File: src/rtl/frame_assembler_if.sv
// Request/transmit bundle between the frame assembler and its neighbours.
// Pure wiring, no latency.
// Carries no flow control of its own: req is sampled only while the assembler is idle.
interface frame_assembler_if;
    logic        req;
    logic [7:0]  dev_id;
    logic [7:0]  func;
    logic [23:0] payload;
    logic        packet_done;
    logic        busy;
    logic        tx_enable;
    logic [63:0] frame_out;
    logic [7:0]  crc_out;
    logic        frame_done;
    logic        tx_timeout;

    modport master (
        output req, dev_id, func, payload, packet_done,
        input  busy, tx_enable, frame_out, crc_out, frame_done, tx_timeout
    );

    modport slave (
        input  req, dev_id, func, payload, packet_done,
        output busy, tx_enable, frame_out, crc_out, frame_done, tx_timeout
    );
endinterface

File: src/rtl/frame_assembler.sv
// Builds a 7-byte frame, appends a bit-serial CRC-8 and hands it to the transmit controller.
// Latency: req at E0 -> tx_enable/frame_out after E57; frame_done one cycle after packet_done.
// No queueing: req is ignored while busy. The WAIT_TX watchdog is built only with FRAME_ASSEMBLER_TIMEOUT_EN.
module frame_assembler #(
    parameter logic [7:0]  START_BYTE     = 8'hAA,
    parameter logic [7:0]  END_BYTE       = 8'h55,
    parameter logic [7:0]  CRC_POLY       = 8'h07,
    parameter logic [7:0]  CRC_INIT       = 8'h00,
    parameter int unsigned TIMEOUT_CYCLES = 1000000
) (
    input  logic               clk,
    input  logic               rst,
    frame_assembler_if.slave   bus
);

    localparam logic [2:0] S_IDLE     = 3'd0;
    localparam logic [2:0] S_CRC_CALC = 3'd1;
    localparam logic [2:0] S_ISSUE    = 3'd2;
    localparam logic [2:0] S_WAIT_TX  = 3'd3;
    localparam logic [2:0] S_DONE     = 3'd4;

    logic [2:0]  state;
    logic [55:0] sh;
    logic [7:0]  crc;
    logic [5:0]  bit_cnt;
    logic        tx_enable_q;
    logic [63:0] frame_q;
    logic        fb;
    logic [7:0]  crc_next;

`ifdef FRAME_ASSEMBLER_TIMEOUT_EN
    logic [31:0] wd_cnt;
    logic        tx_timeout_q;
`endif

    always_comb begin
        fb       = crc[7] ^ sh[55];
        crc_next = {crc[6:0], 1'b0} ^ (fb ? CRC_POLY : 8'h00);
    end

    // The shift register rotates rather than discarding bits, so after 56
    // steps it again holds the latched bytes and serves as the frame source.
    always_ff @(posedge clk) begin
        if (rst) begin
            state       <= S_IDLE;
            sh          <= 56'h0;
            crc         <= 8'h00;
            bit_cnt     <= 6'd0;
            tx_enable_q <= 1'b0;
            frame_q     <= 64'h0;
`ifdef FRAME_ASSEMBLER_TIMEOUT_EN
            wd_cnt       <= 32'd0;
            tx_timeout_q <= 1'b0;
`endif
        end else begin
            tx_enable_q <= 1'b0;
`ifdef FRAME_ASSEMBLER_TIMEOUT_EN
            tx_timeout_q <= 1'b0;
`endif
            case (state)
                S_IDLE: begin
                    if (bus.req) begin
                        sh      <= {START_BYTE, bus.dev_id, bus.func, bus.payload, END_BYTE};
                        crc     <= CRC_INIT;
                        bit_cnt <= 6'd0;
                        state   <= S_CRC_CALC;
                    end
                end
                S_CRC_CALC: begin
                    crc     <= crc_next;
                    sh      <= {sh[54:0], sh[55]};
                    bit_cnt <= bit_cnt + 6'd1;
                    if (bit_cnt == 6'd55) begin
                        state <= S_ISSUE;
                    end
                end
                S_ISSUE: begin
                    frame_q     <= {sh, crc};
                    tx_enable_q <= 1'b1;
                    state       <= S_WAIT_TX;
`ifdef FRAME_ASSEMBLER_TIMEOUT_EN
                    wd_cnt      <= 32'd0;
`endif
                end
                S_WAIT_TX: begin
                    if (bus.packet_done) begin
                        state <= S_DONE;
                    end
`ifdef FRAME_ASSEMBLER_TIMEOUT_EN
                    else if (wd_cnt == 32'(TIMEOUT_CYCLES - 1)) begin
                        tx_timeout_q <= 1'b1;
                        state        <= S_IDLE;
                    end else begin
                        wd_cnt <= wd_cnt + 32'd1;
                    end
`endif
                end
                S_DONE: begin
                    state <= S_IDLE;
                end
                default: begin
                    state <= S_IDLE;
                end
            endcase
        end
    end

    assign bus.busy       = (state == S_CRC_CALC) || (state == S_ISSUE) || (state == S_WAIT_TX);
    assign bus.frame_done = (state == S_DONE);
    assign bus.tx_enable  = tx_enable_q;
    assign bus.frame_out  = frame_q;
    assign bus.crc_out    = frame_q[7:0];

`ifdef FRAME_ASSEMBLER_TIMEOUT_EN
    assign bus.tx_timeout = tx_timeout_q;
`else
    // No watchdog in this build; the limit parameter stays overridable but has no effect.
    assign bus.tx_timeout = (TIMEOUT_CYCLES == 0) ? 1'b0 : 1'b0;
`endif

endmodule

File: src/flat_wrapper.sv
// flat-port wrapper written by rule: the top's interface ports become plain ports
module frame_assembler_flat 
#(
    parameter logic [7:0]  START_BYTE     = 8'hAA,
    parameter logic [7:0]  END_BYTE       = 8'h55,
    parameter logic [7:0]  CRC_POLY       = 8'h07,
    parameter logic [7:0]  CRC_INIT       = 8'h00,
    parameter int unsigned TIMEOUT_CYCLES = 1000000
)
  (clk, rst, bus_req, bus_dev_id, bus_func, bus_payload, bus_packet_done, bus_busy, bus_tx_enable, bus_frame_out, bus_crc_out, bus_frame_done, bus_tx_timeout);
  frame_assembler_if bus_i ();
  input  logic clk;
  input  logic rst;
  input wire logic [$bits(bus_i.req)-1:0] bus_req;
  input wire logic [$bits(bus_i.dev_id)-1:0] bus_dev_id;
  input wire logic [$bits(bus_i.func)-1:0] bus_func;
  input wire logic [$bits(bus_i.payload)-1:0] bus_payload;
  input wire logic [$bits(bus_i.packet_done)-1:0] bus_packet_done;
  output wire logic [$bits(bus_i.busy)-1:0] bus_busy;
  output wire logic [$bits(bus_i.tx_enable)-1:0] bus_tx_enable;
  output wire logic [$bits(bus_i.frame_out)-1:0] bus_frame_out;
  output wire logic [$bits(bus_i.crc_out)-1:0] bus_crc_out;
  output wire logic [$bits(bus_i.frame_done)-1:0] bus_frame_done;
  output wire logic [$bits(bus_i.tx_timeout)-1:0] bus_tx_timeout;
  assign bus_i.req = bus_req;
  assign bus_i.dev_id = bus_dev_id;
  assign bus_i.func = bus_func;
  assign bus_i.payload = bus_payload;
  assign bus_i.packet_done = bus_packet_done;
  assign bus_busy = bus_i.busy;
  assign bus_tx_enable = bus_i.tx_enable;
  assign bus_frame_out = bus_i.frame_out;
  assign bus_crc_out = bus_i.crc_out;
  assign bus_frame_done = bus_i.frame_done;
  assign bus_tx_timeout = bus_i.tx_timeout;
  frame_assembler #(.START_BYTE(START_BYTE), .END_BYTE(END_BYTE), .CRC_POLY(CRC_POLY), .CRC_INIT(CRC_INIT), .TIMEOUT_CYCLES(TIMEOUT_CYCLES)) u_core (.clk(clk), .rst(rst), .bus(bus_i));
endmodule
File: config.mk
export PLATFORM = sky130hd
export DESIGN_NAME = frame_assembler_flat
export DESIGN_NICKNAME = d
export VERILOG_FILES = /design/src/rtl/frame_assembler_if.sv /design/src/rtl/frame_assembler.sv /design/src/flat_wrapper.sv
export SDC_FILE = /design/constraint.sdc
export NUM_CORES = 1
export LEC_CHECK = 0
export ABC_AREA = 1
export CAP_MARGIN = 30
export CORE_ASPECT_RATIO = 0.8
export CORE_MARGIN = 1
export CORE_UTILIZATION = 45
export CTS_BUF_LIST = sky130_fd_sc_hd__clkbuf_16
export DETAILED_ROUTE_END_ITERATION = 12
export PLACE_DENSITY = 0.77
export SLEW_MARGIN = 10
export SYNTH_ARGS = -nofsm -noshare
export SYNTH_HDL_FRONTEND = slang
export SYNTH_SLANG_ARGS = --single-unit
File: constraint.sdc
create_clock -name clk -period 2.8 [get_ports clk]
set_input_delay 0.42 -clock clk [delete_from_list [all_inputs] [get_ports clk]]
set_output_delay 0.42 -clock clk [all_outputs]
set_load 0.02 [all_outputs]
# Word-level counts from Yosys, hierarchy flattened
# Index checks and enable logic that the tools add are counted.
# word_totals
register_bits	138
input_bits	44
output_inout_bits	76
wordCells	35
# op_classes
add_sub_neg	1
eq_ne	8
mux	12
bitwise	2
reduce_logical	6
# op_table
operator	n
56-bit case mux with 2 select lines	1
56-bit 2-to-1 mux	1
8-bit case mux with 2 select lines	1
3-bit 2-to-1 mux	4
3-bit case mux with 4 select lines	1
6-bit case mux with 2 select lines	1
8-bit 2-to-1 mux	1
8-bit XOR	1
6-bit by 1-bit adder with 6-bit output (second input constant)	1
3-bit by 2-bit equality test with 1-bit output (second input constant)	2
6-bit equality test (second input constant)	1
6-bit 2-to-1 mux	1
2-bit inequality test (second input constant)	2
3-bit by 1-bit equality test with 1-bit output (second input constant)	1
3-bit equality test (second input constant)	1
3-bit logical NOT	1
3-bit AND reduction	1
1-bit logical OR	2
2-bit by 1-bit inequality test with 1-bit output (second input constant)	1
2-bit AND reduction	1
2-bit nonzero test	1
1-bit 2-to-1 mux	1
1-bit XOR	1

# Longest topological paths before layout
# depth
ltp_word	4
mapped_depth	8
mapped_depth_nobuf	8

# Worst setup path before layout
# OpenSTA, ideal clock, no wires.
# synth_path
path_kind	register -> output
start	register u_core.state[1]
end	output bus_busy
arrival_ns	1.123
t_required_ns	2.380
setup_slack_ns	1.257
path_stages_with_launch	6
path_buffers	1
path_cell_list	dfxtp_1 -> inv_2 -> nand3_4 -> buf_2 -> nand2_1 -> or2_2
# synth_between
elab_chain_len	3
elab_cells_between_ends	5
cone_classes	eq/ne: 3; reduce/logical: 2
# synth_lines
element	line_no	text
start: declaration	frame_assembler.sv:22	logic [2:0] state;
start signal: assignment	frame_assembler.sv:45	state <= S_IDLE;
start signal: assignment	frame_assembler.sv:66	state <= S_CRC_CALC;
start signal: assignment	frame_assembler.sv:74	state <= S_ISSUE;
3-bit by 1-bit equality test with 1-bit output or 3-bit by 2-bit equality test with 1-bit output (tied branches)	frame_assembler.sv:108	assign bus.busy = (state == S_CRC_CALC) || (state == S_ISSUE) || (state == S_WAIT_TX);
1-bit logical OR	frame_assembler.sv:108	
1-bit logical OR *	frame_assembler.sv:108	
end: declaration	flat_wrapper.sv:19	output wire logic [$bits(bus_i.busy)-1:0] bus_busy;
# Mark *: on every way between the ends. The rest lies on a longest branch, timed or not.

# Final worst setup path
# layout_path
start	register u_core.state[0]
end	output bus_busy
# Same word-level chain as after synthesis.

==> impl_metrics.py <==
metrics = {
    "run_status": {
        "status": "complete, but fails checks",
        "failed_checks": "DRC",
    },
    "global_routing": {
        "globalRouteOverflowTotal": 0,
        "antenna_found_initial": 0,
        "track_usage_pct": 21.84,
        "grt_pass1_wl_mm": 22.05,
        "grt_pass1_vias": 4591,
        "grt_max_degree": 89,
    },
    "synthesis": {
        "yosysSeqAreaShare_pct": 50.25,
        "synthCells": 760,
        "synthesis.area_um2": 5498,
        "syn_area_per_cell_um2": 7.234,
        "ys_types": 24,
        "syn_nets": 805,
        "ys_seq_elements": 138,
        "ys_warn_count": 0,
    },
    "floorplanning": {
        "core-area_um2": 11690,
        "fp.dieW_um": 125.6,
        "die_area_um2": 12670,
        "rows": 35,
        "initial_core_util_pct": 47.02,
        "die_y_um": 100.9,
        "io_pins": 120,
    },
    "pwr": {
        "p_leak_nw": 3.067,
        "finalPower_mw": 5.962,
        "pwr_density_cell_nw_per_um2": 825.3,
        "peakVddDrop_mv": 0.5276,
    },
    "timing": {
        "final-setup-viol-count": 0,
        "timing.final.crit_period_ps": 2537,
        "grt_setup_unrepaired": "no",
        "fin_crit_sh_pct": 90.62,
        "skew_ps": 7.687,
        "finalHoldWorstSlack_ps": 458.5,
        "finalMaxSlewViolations": 0,
        "relSlewSlack_pct": 46.43,
        "timing.fmax_mhz": 394.1,
        "hold_viol": 0,
        "worst_slew_pin_slew_ps": 803.5,
        "fin_setup_tns_ps": 0,
    },
    "layout": {
        "final_cell_mix": "180 x nor2_1, 139 x nand2_1, 138 x dfxtp_1",
        "num_antenna_cells": 0,
        "final_common_cell": "nor2_1",
        "nFillCells": 1034,
        "area_growth_pct": 31.38,
        "layout.cells.non_filler": 1010,
        "fin_nets": 894,
        "drive_above_1_share_pct": 5.916,
    },
    "drt": {
        "wl_mm": 13.02,
        "dr.pass1.iters": 9,
        "num_vias": 4951,
        "avgRoutedWirePerCell_um": 12.89,
        "via_per_inst": 4.902,
        "ant_nets": 0,
        "drt-initial-drc-count": 345,
        "drcViolationCount": 3,
    },
    "setup_path": {
        "endpoint_kind": "output pin",
        "cp-start-kind": "register",
        "arrival_ps": 2120,
        "cp.required_ps": 2380,
        "criticalPathCategory": "reg2out",
        "worstPathMaxFanout": 31,
    },
    "cts": {
        "htreeDepth": 4,
        "root_buffer": "clkbuf_16",
        "ctsHoldBuffers": 0,
        "clk_pin_slew_worst_paths_ps": 60,
        "cts.sinks": 138,
        "cts_tree": "built",
        "post_cts_buffers": 0,
        "cts_buffer_depth": 2,
        "clk_latency_ps": 420,
        "cts_buffers": 17,
        "post_cts_resized": 0,
    },
    "placed_design": {
        "numPortBuffers": 118,
        "place_inst": 978,
        "dp_hpwl_mm": 7.791,
        "gp_congestion": 0.7561,
    },
    "flow_run": {
        "maxCapViolCount": 0,
    },
    "min_path": {
        "hold_path_class": "reg2reg",
    },
}
==> cells in the mapped netlist (all sizes together) <==
library cell    n  area share, %
inv            40            2.7
o21ai         135             12
nor3            1          0.091
nor2          182             13
o211ai          1           0.23
nand3          13            1.4
nand4           1           0.11
or2             1           0.11
clkbuf         20            1.4
conb            1          0.068
buf            38            4.5
nand2         140            9.6
dfxtp         138             50
a21oi          47            4.3
o21bai          1           0.14
ha              1           0.23
==> cell families (layout without fill, tap and decap cells) <==
group	Yosys count	in the layout	share of synthesized area, %
other cells	1	1	0.06821
fa+ha+maj	1	1	0.2275
compound gates	184	184	16.93
flops	138	138	50.25
simple gates	338	338	23.94
buf+inv	98	200	8.580
==> per-layer routing <==
layer | wire length (µm) | GRT usage, % | vias up
li1 | - | - | 2591
met1 | 6439 | 29.73 | 2229
met2 | 5689 | 33.46 | 110
met3 | 690 | 5.255 | 21
met4 | 197 | 8.630 | 0
met5 | 0 | 0 | -
==> path summary, 6_finish.rpt <==
path,from,to,slack (ps),depth (start not counted)
max,u_core.state[0],bus_busy,260,4
max reg2reg,u_core.state[0],u_core.sh[45],720,6
min,u_core.sh[15],u_core.bus.frame_out[23],460,2
min reg2reg,u_core.sh[15],u_core.bus.frame_out[23],460,2
==> metrics by stage <==
step	area (µm²)	util (%)	worst slack [ps]
finish	7223	61.78	262.6
global route	7223	61.78	120.0
CTS	7223	61.78	225.4
detailed placement	6664	56.99	667.2
global placement	6664	56.99	705.4
floorplan	5498	-	1257
==> flip-flops by register name (all words and copies together), names as in the netlist <==
name and flops:
u_core.state 3, u_core.bus.frame_out 64, u_core.bit_cnt 6, u_core.sh 56, u_core.crc 8, u_core.bus.tx_enable 1
==> final cells by class <==
cell class,instances,area (µm²),share of cell area [%]
flip-flops and latches,138,2763,38.25
well taps,148,185.2,2.564
clock buffers,17,425.4,5.889
multi-input cells,524,2272,31.46
clock inverters,15,133.9,1.853
inverters,40,150.1,2.079
repair buffers,128,1294,17.91
==> report_power, final <==
part	internal (mW)	switching (mW)
Sequential	2.25	0.180
Combinational	0.565	0.846
Clock	1.29	0.828
==> critical path: stages, from the launching register on <==
cell and delay, ps:
dfxtp_1 500, nand3_4 310, nand2_1 170, or2_2 130
clkdlybuf4s50_1 590
Note: power is estimated with default switching activity, not from simulation.
